[src/rtl/multicycle_controller_if.sv]
// Control bundle between the multicycle controller and its datapath.
// Master is the controller; slave is the datapath side.
interface multicycle_controller_if #(
  parameter int OP_W  = 7,
  parameter int CNT_W = 32
);
  logic [OP_W-1:0]  op;
  logic             zero;
  logic             mem_ready;
  logic             pc_write;
  logic             adr_src;
  logic             mem_write;
  logic             ir_write;
  logic             reg_write;
  logic [1:0]       result_src;
  logic [1:0]       alu_src_a;
  logic [1:0]       alu_src_b;
  logic [1:0]       alu_op;
  logic [1:0]       imm_src;
  logic             illegal;
  logic [CNT_W-1:0] instret;

  modport master (
    input  op, zero, mem_ready,
    output pc_write, adr_src, mem_write,
    output ir_write, reg_write, result_src,
    output alu_src_a, alu_src_b, alu_op,
    output imm_src, illegal, instret
  );

  modport slave (
    output op, zero, mem_ready,
    input  pc_write, adr_src, mem_write,
    input  ir_write, reg_write, result_src,
    input  alu_src_a, alu_src_b, alu_op,
    input  imm_src, illegal, instret
  );
endinterface

[src/rtl/multicycle_controller.sv]
// Multicycle RISC-V control FSM: sequences fetch/decode/execute/
// memory/writeback, stalls on mem_ready, flags bad opcodes.
module multicycle_controller #(
  parameter int OP_W            = 7,
  parameter int CNT_W           = 32,
  parameter bit HALT_ON_ILLEGAL = 1'b1
) (
  input logic                   clk,
  input logic                   rst_n,
  multicycle_controller_if.master bus
);

  localparam logic [OP_W-1:0] OP_LW  = OP_W'(3);
  localparam logic [OP_W-1:0] OP_SW  = OP_W'(35);
  localparam logic [OP_W-1:0] OP_R   = OP_W'(51);
  localparam logic [OP_W-1:0] OP_I   = OP_W'(19);
  localparam logic [OP_W-1:0] OP_BEQ = OP_W'(99);
  localparam logic [OP_W-1:0] OP_JAL = OP_W'(111);

  typedef enum logic [3:0] {
    S_FETCH, S_DECODE, S_MEMADR, S_MEMREAD,
    S_MEMWB, S_MEMWRITE, S_EXECR, S_EXECI,
    S_ALUWB, S_BEQ, S_JAL, S_ILLEGAL
  } state_t;

  state_t           state;
  state_t           state_n;
  logic             branch;
  logic             pc_update;
  logic             retire;
  logic             illegal_q;
  logic [CNT_W-1:0] instret_q;

  // State register; reset aborts any instruction in flight.
  always_ff @(posedge clk or negedge rst_n) begin
    if (!rst_n) state <= S_FETCH;
    else        state <= state_n;
  end

  // Sticky illegal flag and retired-instruction counter.
  always_ff @(posedge clk or negedge rst_n) begin
    if (!rst_n) begin
      illegal_q <= 1'b0;
      instret_q <= '0;
    end else begin
      if (state_n == S_ILLEGAL) illegal_q <= 1'b1;
      if (retire) instret_q <= instret_q + CNT_W'(1);
    end
  end

  // Next state and Moore control outputs (mem_ready gates stalls).
  always_comb begin
    state_n        = state;
    branch         = 1'b0;
    pc_update      = 1'b0;
    bus.adr_src    = 1'b0;
    bus.mem_write  = 1'b0;
    bus.ir_write   = 1'b0;
    bus.reg_write  = 1'b0;
    bus.result_src = 2'b00;
    bus.alu_src_a  = 2'b00;
    bus.alu_src_b  = 2'b00;
    bus.alu_op     = 2'b00;
    unique case (state)
      S_FETCH: begin
        bus.alu_src_b  = 2'b10;
        bus.result_src = 2'b10;
        if (bus.mem_ready) begin
          bus.ir_write = 1'b1;
          pc_update    = 1'b1;
          state_n      = S_DECODE;
        end
      end
      S_DECODE: begin
        bus.alu_src_a = 2'b01;
        bus.alu_src_b = 2'b01;
        if (bus.op == OP_LW || bus.op == OP_SW)
          state_n = S_MEMADR;
        else if (bus.op == OP_R)   state_n = S_EXECR;
        else if (bus.op == OP_I)   state_n = S_EXECI;
        else if (bus.op == OP_BEQ) state_n = S_BEQ;
        else if (bus.op == OP_JAL) state_n = S_JAL;
        else                       state_n = S_ILLEGAL;
      end
      S_MEMADR: begin
        bus.alu_src_a = 2'b10;
        bus.alu_src_b = 2'b01;
        state_n = (bus.op == OP_LW) ? S_MEMREAD
                                    : S_MEMWRITE;
      end
      S_MEMREAD: begin
        bus.adr_src = 1'b1;
        if (bus.mem_ready) state_n = S_MEMWB;
      end
      S_MEMWB: begin
        bus.result_src = 2'b01;
        bus.reg_write  = 1'b1;
        state_n        = S_FETCH;
      end
      S_MEMWRITE: begin
        bus.adr_src   = 1'b1;
        bus.mem_write = 1'b1;
        if (bus.mem_ready) state_n = S_FETCH;
      end
      S_EXECR: begin
        bus.alu_src_a = 2'b10;
        bus.alu_op    = 2'b10;
        state_n       = S_ALUWB;
      end
      S_EXECI: begin
        bus.alu_src_a = 2'b10;
        bus.alu_src_b = 2'b01;
        bus.alu_op    = 2'b10;
        state_n       = S_ALUWB;
      end
      S_ALUWB: begin
        bus.reg_write = 1'b1;
        state_n       = S_FETCH;
      end
      S_BEQ: begin
        bus.alu_src_a = 2'b10;
        bus.alu_op    = 2'b01;
        branch        = 1'b1;
        state_n       = S_FETCH;
      end
      S_JAL: begin
        bus.alu_src_a = 2'b01;
        bus.alu_src_b = 2'b10;
        pc_update     = 1'b1;
        state_n       = S_ALUWB;
      end
      S_ILLEGAL: begin
        state_n = HALT_ON_ILLEGAL ? S_ILLEGAL : S_FETCH;
      end
      default: state_n = S_FETCH;
    endcase
  end

  // Retire on the step back to FETCH that completes an instruction.
  always_comb begin
    retire = 1'b0;
    if (state_n == S_FETCH)
      retire = (state == S_MEMWB) || (state == S_MEMWRITE) ||
               (state == S_ALUWB) || (state == S_BEQ);
  end

  // Immediate format straight from the opcode; unknown ops use I.
  always_comb begin
    bus.imm_src = 2'b00;
    if (bus.op == OP_SW)       bus.imm_src = 2'b01;
    else if (bus.op == OP_BEQ) bus.imm_src = 2'b10;
    else if (bus.op == OP_JAL) bus.imm_src = 2'b11;
  end

  assign bus.pc_write = (branch & bus.zero) | pc_update;
  assign bus.illegal  = illegal_q;
  assign bus.instret  = instret_q;

endmodule
[src/flat_wrapper.sv]
// flat-port wrapper written by rule: the top's interface ports become plain ports
module multicycle_controller_flat 
#(
  parameter int OP_W            = 7,
  parameter int CNT_W           = 32,
  parameter bit HALT_ON_ILLEGAL = 1'b1
)
  (clk, rst_n, bus_op, bus_zero, bus_mem_ready, bus_pc_write, bus_adr_src, bus_mem_write, bus_ir_write, bus_reg_write, bus_result_src, bus_alu_src_a, bus_alu_src_b, bus_alu_op, bus_imm_src, bus_illegal, bus_instret);
  multicycle_controller_if #(.OP_W(OP_W), .CNT_W(CNT_W)) bus_i ();
  input logic clk;
  input logic rst_n;
  input wire logic [$bits(bus_i.op)-1:0] bus_op;
  input wire logic [$bits(bus_i.zero)-1:0] bus_zero;
  input wire logic [$bits(bus_i.mem_ready)-1:0] bus_mem_ready;
  output wire logic [$bits(bus_i.pc_write)-1:0] bus_pc_write;
  output wire logic [$bits(bus_i.adr_src)-1:0] bus_adr_src;
  output wire logic [$bits(bus_i.mem_write)-1:0] bus_mem_write;
  output wire logic [$bits(bus_i.ir_write)-1:0] bus_ir_write;
  output wire logic [$bits(bus_i.reg_write)-1:0] bus_reg_write;
  output wire logic [$bits(bus_i.result_src)-1:0] bus_result_src;
  output wire logic [$bits(bus_i.alu_src_a)-1:0] bus_alu_src_a;
  output wire logic [$bits(bus_i.alu_src_b)-1:0] bus_alu_src_b;
  output wire logic [$bits(bus_i.alu_op)-1:0] bus_alu_op;
  output wire logic [$bits(bus_i.imm_src)-1:0] bus_imm_src;
  output wire logic [$bits(bus_i.illegal)-1:0] bus_illegal;
  output wire logic [$bits(bus_i.instret)-1:0] bus_instret;
  assign bus_i.op = bus_op;
  assign bus_i.zero = bus_zero;
  assign bus_i.mem_ready = bus_mem_ready;
  assign bus_pc_write = bus_i.pc_write;
  assign bus_adr_src = bus_i.adr_src;
  assign bus_mem_write = bus_i.mem_write;
  assign bus_ir_write = bus_i.ir_write;
  assign bus_reg_write = bus_i.reg_write;
  assign bus_result_src = bus_i.result_src;
  assign bus_alu_src_a = bus_i.alu_src_a;
  assign bus_alu_src_b = bus_i.alu_src_b;
  assign bus_alu_op = bus_i.alu_op;
  assign bus_imm_src = bus_i.imm_src;
  assign bus_illegal = bus_i.illegal;
  assign bus_instret = bus_i.instret;
  multicycle_controller #(.OP_W(OP_W), .CNT_W(CNT_W), .HALT_ON_ILLEGAL(HALT_ON_ILLEGAL)) u_core (.clk(clk), .rst_n(rst_n), .bus(bus_i));
endmodule
[config.mk]
export PLATFORM = sky130hd
export DESIGN_NAME = multicycle_controller_flat
export DESIGN_NICKNAME = d
export VERILOG_FILES = /design/src/rtl/multicycle_controller_if.sv /design/src/rtl/multicycle_controller.sv /design/src/flat_wrapper.sv
export SDC_FILE = /design/constraint.sdc
export NUM_CORES = 1
export LEC_CHECK = 0
export BUFFER_PORTS_ARGS = -buffer_cell sky130_fd_sc_hd__buf_2
export CAP_MARGIN = 20
export CORE_MARGIN = 2
export CORE_UTILIZATION = 40
export DETAILED_ROUTE_END_ITERATION = 7
export PLACE_DENSITY = 0.67
export SLEW_MARGIN = 10
export SYNTH_ARGS = -nofsm -noshare
export SYNTH_HDL_FRONTEND = slang
export SYNTH_SLANG_ARGS = --single-unit
[constraint.sdc]
create_clock -name clk -period 4.4 [get_ports clk]
set_clock_uncertainty 0.2 [all_clocks]
set_input_delay 0.88 -clock clk [delete_from_list [all_inputs] [get_ports clk]]
set_output_delay 0.88 -clock clk [all_outputs]
set_load 0.03 [all_outputs]
==> metrics, run 1 <==
grt met2 use=23.6%; H-tree depth=2; total negative setup slack=0 ps; Die W=75.6 um; worst reg2reg path depth=6; # nets final=281; combinational family with the most area after synthesis=simple AND/OR/NAND/NOR gates; CTS buffer count=5; Comb pwr share=43.9%; share of cells above drive strength 1=26.7%; Clk pwr share=17.7%; crit path kind=flop to output pin; DR vias=1719; met3 GRT Util=5.03%; via-per-instance ratio=5.06; IO Count=59; status=completed; FILL cells=480; Leakage Power=1.21 nW; Area Overhead vs Synth=20.6%; Overflow after GRT=0; Net Sw Frac=45.4%; Initial Util=40.7%; core area=5040 um^2; TritonRoute pass-1 iters=4; mux share of post-synthesis cell area=0.549%; Skew-Pair Late Insertion Delay=290 ps; antenna violations before repair=0; Post-Synth Simple-Gate Area=29.6%; Post-Syn Instances=211; Crit Path Max Fanout=18; max-slew violations=0; main flop type after synthesis=dfrtp_1; sequential power share=38.3%; CP Capture Type=output pin; hold_buf cts=0; Post-Syn Nets=223; fin crit share=68.8%; WL final=4240 um; Post-Synth XOR/XNOR Area=15.7%; Hold Vio Cnt, Final=0; Port Buf Inserts=58; busiest grt layer=met2; DR iter-0 viols=91; Clk pin slew, worst setup/hold paths=70 ps; Final Setup Violations=0; Peak VDD IR=0.333 mV; multi-input logic area=1070 um^2; minimum clock period=3030 ps; wire length per cell=12.5 um; die area=5720 um^2; PwrDens=521 nW/um^2; adder-cell share of the synthesized area=0.610%; Final Power=0.00129 W; number of enable flip-flop cells after synthesis=0; worst slew pin tran=798 ps; Seq/Total Area, Yosys=45.1%; Yosys warning total=0; most frequent cells in the layout=buf_2 (58), dfrtp_1 (37), nand2_1 (20), xnor2_1 (20), nand3_1 (18); Max-cap violations=0; Tot GR Track Use=16.0%; DRC Markers=0; cts repair resizes=0; Synth Area in Compound Gates=5.61%; first-pass GRT wire length=6830 um; CTS tree=done; synthesis-stage register bit count=37; die height=75.6 um; Switch Pwr=0.000586 W; ys async rst share=100%; CTS root buf=clkbuf_8; Critical Path Start Type=flop; Detail Placement HPWL=3180 um; worst rel slew slack=46.8%; Setup Buffers After CTS=0; crit path DAT=1950 ps; WP data required=3320 ps; RSZ-0062 raised after global routing=false; hold path depth=1; met1 GRT Util=22.4%; CTS sink cnt=37; Storage cell area=926 um^2; commonest non-fill, non-tap cell in the layout=buf_2; f_max=330 MHz; # diodes=0; Synth Cell Area=2050 um^2; Clock Path Buffers=2; syn avg cell area=9.72 um^2; HP Class=flop to flop; internal power=0.000704 W; Routed Antenna Nets=0; largest net degree at the start of global routing=38; vias in the first global route=1453; count of cell types in the netlist=43; FP Rows=26; GP Congestion=0.747
==> power by group through the flow <==
stage	registers [W]	logic [W]	clock network (W)
after CTS	0.000493	0.000574	0.000235
final	0.000495	0.000567	0.000228
after global routing	0.000509	0.000619	0.000248
after floorplan	0.000498	0.000433	0
after global placement	0.000499	0.000565	0
after detailed placement	0.000500	0.000573	0
==> cell families (layout without fill, tap and decap cells) <==
group,after synthesis,after routing
adder cells (fa/ha/maj),1,1
XOR/XNOR,36,36
AO/OA/AOI/OAI,16,16
multiplexers,1,1
flip-flops,37,37
buffers and inverters,13,72
AND/OR/NAND/NOR,107,107
==> flip-flops by register name, summed over array words and instances (netlist names) <==
| register | cells |
|---|---|
| u_core.bus.instret | 32 |
| u_core.state | 4 |
| u_core.bus.illegal | 1 |
==> worst max-delay path, cell delays in order, from the launching register on <==
cell     delay [ps]
dfrtp_1         680
nor4b_1         600
or3_1           190
buf_2           190
==> Yosys cell counts, drive strengths merged (2+ instances only) <==
library cell,count,area [um^2]
nand4,5,31.3
nand4b,3,41.3
nand2,20,75.1
and3,6,37.5
nor3,13,65.1
dfrtp,37,926
or2,2,15.0
nand2b,4,25.0
or3,6,37.5
o21bai,2,15.0
nor2,16,60.1
buf,3,20.0
nor4,4,46.3
inv,6,22.5
xnor2,21,191
nor4b,3,26.3
nand3b,2,15.0
a31oi,2,12.5
xor2,15,131
nand3,18,90.1
clkbuf,4,15.0
a21oi,4,20.0
==> path summary, 6_finish.rpt <==
| kind | startpoint | to | slack, ps |
|---|---|---|---|
| worst max-delay path | u_core.state[1] | bus_alu_src_a[1] | 1370 |
| worst min-delay path | u_core.bus.instret[31] | u_core.bus.instret[31] | 260 |
| worst max register to register | u_core.state[2] | u_core.bus.instret[21] | 1760 |
| worst min register to register | u_core.bus.instret[31] | u_core.bus.instret[31] | 260 |
| max in group asynchronous | rst_n | u_core.state[0] | 3030 |
| min in group asynchronous | rst_n | u_core.bus.instret[19] | 470 |
==> layout make-up <==
type / count / share of cell area (%)
inverters: 6 / 0.910
clock buffers: 8 / 3.24
flip-flops and latches: 37 / 37.4
multi-input cells: 161 / 43.2
repair buffers: 58 / 11.7
well taps: 70 / 3.54
==> stage by stage <==
step | setup WS (ps) | hold slack, ps | utilization, % | instances | area, um^2
floorplan | 1140 | 384 | - | 211 | 2050
global placement | 1540 | 260 | 47.5 | 332 | 2390
detailed placement | 1510 | 261 | 47.5 | 332 | 2390
CTS | 1370 | 270 | 49.1 | 340 | 2470
global route | 1190 | 285 | 49.1 | 340 | 2470
finish | 1370 | 265 | 49.1 | 340 | 2470
==> metal layers <==
metal | up-vias | share of wire, %
met5 | - | 0
met3 | 5 | 4.3
met4 | 0 | 0.97
li1 | 856 | -
met2 | 29 | 46
met1 | 829 | 49
Power figures use the tool's default switching activity.
==> run 2: changes to the inputs <==
--- a/config.mk
+++ b/config.mk
@@ -5,12 +5,13 @@
 export SDC_FILE = /design/constraint.sdc
 export NUM_CORES = 1
 export LEC_CHECK = 0
+export ABC_AREA = 1
 export BUFFER_PORTS_ARGS = -buffer_cell sky130_fd_sc_hd__buf_2
 export CAP_MARGIN = 20
 export CORE_MARGIN = 2
 export CORE_UTILIZATION = 40
 export DETAILED_ROUTE_END_ITERATION = 7
-export PLACE_DENSITY = 0.67
+export PLACE_DENSITY = 0.65
 export SLEW_MARGIN = 10
 export SYNTH_ARGS = -nofsm -noshare
 export SYNTH_HDL_FRONTEND = slang
==> constraint.sdc (replaced) <==
create_clock -name clk -period 2.84 [get_ports clk]
set_clock_uncertainty 0.2 [all_clocks]
set_input_delay 0.568 -clock clk [delete_from_list [all_inputs] [get_ports clk]]
set_output_delay 0.568 -clock clk [all_outputs]
set_load 0.03 [all_outputs]
==> run 2 against run 1 <==
Against the previous run:
- combinational power grew 87%
- die area grew 26%
- worst setup slack got worse by 980 ps
- hold slack worse by 87 ps
- highest routed layer unchanged
- critical path type unchanged
- critical path depth up 3
- final area up 25%
==> metrics, run 2 <==
status=completed; GP Congestion=0.979 (+31%); RSZ-0062 raised after global routing=false; Synth Area in Compound Gates=1.38% (-4.2 points); Clock Path Buffers=2 (unchanged); worst stage delay on the critical path=450 ps (-230 ps); CTS buffer count=5 (unchanged); CP Capture Type=output pin; H-tree depth=2 (unchanged); most numerous cell in the Yosys netlist=nand2_1; Setup Buffers After CTS=0 (unchanged); synthesis-stage register bit count=37 (unchanged); crit-path leading delay family=simple AND/OR/NAND/NOR gates; core area=6350 um^2 (+26%); CTS sink cnt=37 (unchanged); fin crit share=86.4%; wire length per cell=12.0 um (-4.0%); HP Class=input pin to async pin; Skew-Pair Late Insertion Delay=280 ps (about the same); WP data required=2070 ps (-1250 ps); Overflow after GRT=0 (unchanged); Seq/Total Area, Yosys=35.3% (-9.8 points); Leakage Power=1.72 nW (+42%); FILL cells=679 (+41%); critical path, cell by cell=nor2_2 > inv_1 > nor3_1 > nand2_1 > nand3_1 > buf_2; Initial Util=41.3% (+0.59 points); Final Setup Violations=0 (unchanged); Clk pin slew, worst setup/hold paths=70 ps (about the same); max reg flops=32 (unchanged); worst slew pin tran=858 ps (+60.6 ps); Crit Path Max Fanout=6 (-12); largest net degree at the start of global routing=38 (unchanged); total negative setup slack=0 ps (unchanged); CTS root buf=clkbuf_8; placed instance area=2980 um^2 (+24%); multi-input logic area=1540 um^2 (+44%); die height=85.0 um (+12%); Post-Syn Nets=434 (+95%); vias in the first global route=2415 (+66%); # diodes=0 (unchanged); Post-Synth Simple-Gate Area=51.9% (+22 points); crit path kind=flop to output pin; main flop type after synthesis=dfrtp_1; syn avg cell area=6.21 um^2 (-36%); WL final=6690 um (+58%); Final Instance Area=3100 um^2 (+25%); minimum clock period=2450 ps; antenna violations before repair=0 (unchanged); Tot GR Track Use=19.6% (+3.6 points); combinational family with the most area after synthesis=simple AND/OR/NAND/NOR gates; share of the synthesized area in the top cell type=35.3% (-9.8 points); Yosys top cell by area=dfrtp_1; share of cells above drive strength 1=17.4% (-9.3 points); Post-Syn Instances=422 (+100%); Post-Synth XOR/XNOR Area=5.01% (-11 points); most frequent cells in the layout=nand2_1 (224), nor2_1 (66), buf_2 (58), dfrtp_1 (37), inv_1 (26); mux share of post-synthesis cell area=0% (-0.55 points); commonest non-fill, non-tap cell in the layout=nand2_1; IO Count=59 (unchanged); worst rel slew slack=42.6% (-4.2 points); max-slew violations=0 (unchanged); Detail Placement HPWL=5280 um (+66%); Hold Vio Cnt, Final=0 (unchanged); first-pass GRT wire length=11500 um (+68%); f_max=408 MHz; PwrDens=700 nW/um^2 (+34%); DRC Markers=0 (unchanged); Routed Antenna Nets=0 (unchanged); CTS tree=done; die area=7220 um^2 (+26%); Storage cell area=926 um^2 (unchanged); Die W=85.0 um (+12%); ys async rst share=100% (unchanged); commonest cells in the netlist=nand2_1 (224), nor2_1 (66), dfrtp_1 (37); Yosys warning total=0 (unchanged); Critical Path Start Type=flop; DR iter-0 viols=115 (+26%); FP Rows=29 (+12%); adder-cell share of the synthesized area=0.477% (-0.13 points); Max-cap violations=0 (unchanged); TritonRoute pass-1 iters=4 (unchanged); Buf+Inv Stages, Crit Path=2 (+1); count of cell types in the netlist=21 (-51%); Worst path slowest cell=dfrtp_1; crit path DAT=1690 ps (-260 ps); # nets final=494 (+76%); via-per-instance ratio=4.69 (-7.3%); Synth Cell Area=2620 um^2 (+28%); top area cells in the synthesized netlist=dfrtp_1 (35%), nand2_1 (32%), nor2_1 (9.5%); Port Buf Inserts=58 (unchanged); hold_buf cts=0 (unchanged); number of enable flip-flop cells after synthesis=0 (unchanged); Peak VDD IR=0.802 mV (+140%); DR vias=2626 (+53%); cts repair resizes=0 (unchanged); Area Overhead vs Synth=18.1%
[run 2: cell count changes in the layout (fill, tap and decap cells not counted), moves of 6 or more]
cell / change
or3_1: -6
xnor2_1: -16
nand2_1: +204
inv_1: +20
nor3_1: -11
nand2_2: +7
nand3b_1: +13
nor2_1: +50
and3_1: -6
nand3_1: -12
[run 2: final timing paths]
check                                    from                      to  slack, ps  depth (start not counted)
max                           u_core.state[1]            bus_pc_write        390                          6
min                                     rst_n   u_core.bus.instret[7]        180                          1
max reg2reg                   u_core.state[3]  u_core.bus.instret[30]        670                          7
min reg2reg                u_core.bus.illegal      u_core.bus.illegal        260                          2
max in group asynchronous               rst_n  u_core.bus.instret[13]       1760                          1
min in group clk           u_core.bus.illegal      u_core.bus.illegal        260                          2
[run 2: logic make-up (layout without fill, tap and decap cells)]
kind of cell / after synthesis / after routing
flip-flops: 37 / 37
AO/OA/AOI/OAI: 6 / 6
buffers and inverters: 34 / 95
XOR/XNOR: 15 / 15
adder cells (fa/ha/maj): 1 / 1
AND/OR/NAND/NOR: 329 / 329
[run 2: layer usage]
metal,vias to the layer above,global-route usage (%),share of wire [%]
met5,-,0,0
met4,0,4.62,1.3
met3,6,3.31,4.3
met2,54,31.0,43
met1,1156,28.1,51
li1,1410,-,-
[run 2: layout make-up]
| type | count | area share [%] |
|---|---|---|
| Multi-Input combinational cell | 351 | 49.8 |
| Sequential cell | 37 | 29.9 |
| Timing Repair Buffer | 59 | 10.0 |
| Inverter | 28 | 3.40 |
| Tap cell | 77 | 3.11 |
| Clock buffer | 7 | 2.79 |
| Clock inverter | 1 | 0.970 |
[run 2: power by group]
part	switching [W]	total (W)	internal [W]
Clock	0.000180	0.000466	0.000286
Sequential	0.0000634	0.000644	0.000580
Combinational	0.000774	0.00106	0.000284
[run 2: metrics by stage]
stage          hold WS [ps]  power [W]  std cells  util, %  setup slack (ps)
3_5_place_dp            255    0.00173        552     46.9               337
3_3_place_gp            251    0.00172        552     46.9               425
4_1_cts                 196    0.00220        560     48.7               375
6_report                178    0.00217        560     48.7               387
2_1_floorplan          72.4    0.00148        422        -               284
5_1_grt                 238    0.00233        560     48.7               234
==> run 3: changes to the inputs <==
--- a/config.mk
+++ b/config.mk
@@ -5,13 +5,12 @@
 export SDC_FILE = /design/constraint.sdc
 export NUM_CORES = 1
 export LEC_CHECK = 0
-export ABC_AREA = 1
 export BUFFER_PORTS_ARGS = -buffer_cell sky130_fd_sc_hd__buf_2
 export CAP_MARGIN = 20
 export CORE_MARGIN = 2
 export CORE_UTILIZATION = 40
 export DETAILED_ROUTE_END_ITERATION = 7
-export PLACE_DENSITY = 0.65
+export PLACE_DENSITY = 0.67
 export SLEW_MARGIN = 10
 export SYNTH_ARGS = -nofsm -noshare
 export SYNTH_HDL_FRONTEND = slang
==> run 3 against run 2 <==
Against the previous run:
- via count down 34%
- sequential power up 13%
- hold slack worse by 8.4 ps
- critical path depth unchanged
- worst setup slack worse by 220 ps
- clock-buffer cell count up 1
- combinational power down 9%
- sequential share of layout area up 6.9 points
==> metrics, run 3 (synthesized netlist as in run 1, its figures left out) <==
HP Class=input pin to async pin; Skew-Pair Late Insertion Delay=280 ps (about the same); Detail Placement HPWL=3240 um (-39%); Final Power=0.00203 W (-6.3%); WHS=169 ps (-8.41 ps); total negative setup slack=0 ps (unchanged); Area Overhead vs Synth=22.7%; DR vias=1744 (-34%); Tot GR Track Use=16.3% (-3.3 points); # diodes=0 (unchanged); crit path DAT=1900 ps (+210 ps); Critical Path Start Type=flop; first-pass GRT wire length=7030 um (-39%); PwrDens=807 nW/um^2 (+15%); CTS root buf=clkbuf_8; crit-path leading delay family=flip-flops; Max-cap violations=0 (unchanged); die area=5720 um^2 (-21%); Clock Path Buffers=2 (unchanged); Overflow after GRT=0 (unchanged); Crit Path Max Fanout=12 (+6); share of cells above drive strength 1=28.5% (+11 points); worst rel slew slack=46.2% (+3.6 points); CTS tree=done; RSZ-0062 raised after global routing=false; IO Count=59 (unchanged); fin crit share=94.1% (+7.7 points); die height=75.6 um (-11%); DRC Markers=0 (unchanged); H-tree depth=2 (unchanged); GP Congestion=0.793 (-19%); hold_buf cts=0 (unchanged); Port Buf Inserts=58 (unchanged); CTS buffer count=5 (unchanged); commonest non-fill, non-tap cell in the layout=buf_2; Clk pin slew, worst setup/hold paths=70 ps (about the same); Setup Buffers After CTS=0 (unchanged); Peak VDD IR=0.705 mV (-12%); vias in the first global route=1503 (-38%); Worst path slowest cell=dfrtp_1; DR iter-0 viols=128 (+11%); TritonRoute pass-1 iters=4 (unchanged); minimum clock period=2670 ps (+218 ps); cts repair resizes=0 (unchanged); # nets final=285 (-42%); Routed Antenna Nets=0 (unchanged); Initial Util=40.7% (-0.59 points); Die W=75.6 um (-11%); worst slew pin tran=807 ps (-51.8 ps); WL final=4280 um (-36%); wire length per cell=12.4 um (+4.1%); crit path kind=flop to output pin; status=completed; Leakage Power=1.23 nW (-28%); CP Capture Type=output pin; Hold Vio Cnt, Final=0 (unchanged); WP data required=2070 ps (about the same); Buf+Inv Stages, Crit Path=3 (+1); max reg flops=32 (unchanged); max-slew violations=0 (unchanged); FP Rows=26 (-10%); core area=5040 um^2 (-21%); largest net degree at the start of global routing=38 (unchanged); f_max=374 MHz (-8.2%); antenna violations before repair=0 (unchanged); CTS sink cnt=37 (unchanged); critical path, cell by cell=buf_4 > inv_1 > nand2_1 > nor2_1 > or3_1 > buf_2; Final Setup Violations=0 (unchanged); worst stage delay on the critical path=580 ps (+130 ps); most frequent cells in the layout=buf_2 (58), dfrtp_1 (37), nand2_1 (20), xnor2_1 (20), nand3_1 (18); via-per-instance ratio=5.07 (+8.1%)
[run 3: per-layer routing]
| metal | vias up | GRT usage, % | part of all wire [%] |
|---|---|---|---|
| li1 | 862 | - | - |
| met1 | 839 | 24.5 | 49 |
| met2 | 39 | 23.5 | 46 |
| met3 | 4 | 3.31 | 4.2 |
| met4 | 0 | 5.26 | 0.77 |
| met5 | - | 0 | 0 |
[run 3: area by class of cell]
type / count / area, um^2
fillers: 490 / 2520
multi-input cells: 161 / 1080
flip-flops and latches: 37 / 926
repair buffers: 62 / 320
well taps: 70 / 87.6
clock buffers: 8 / 80.1
inverters: 6 / 22.5
[run 3: worst paths after layout]
path                                        start                      to  slack [ps]  cells after the start
setup reg to reg                  u_core.state[1]  u_core.bus.instret[26]         420                      6
hold / removal                              rst_n  u_core.bus.instret[18]         170                      1
hold reg to reg            u_core.bus.instret[31]  u_core.bus.instret[31]         270                      1
setup / recovery                  u_core.state[1]        bus_alu_src_a[1]         170                      6
max in group asynchronous                   rst_n  u_core.bus.instret[25]        1760                      1
min in group clk           u_core.bus.instret[31]  u_core.bus.instret[31]         270                      1
[run 3: report_power, final]
group / internal, W / switching, W
logic: 0.000342 / 0.000619
clock network: 0.000174 / 0.000171
registers: 0.000600 / 0.000126
total: 0.00112 / 0.000915
[run 3: per-stage QoR]
step | cells | util [%] | area [um^2] | setup slack, ps
floorplan | 211 | - | 2060 | 255
global placement | 336 | 48.2 | 2430 | 312
detailed placement | 336 | 48.2 | 2430 | 268
CTS | 344 | 49.8 | 2510 | 92.4
global route | 344 | 49.9 | 2520 | 49.0
finish | 344 | 49.9 | 2520 | 169
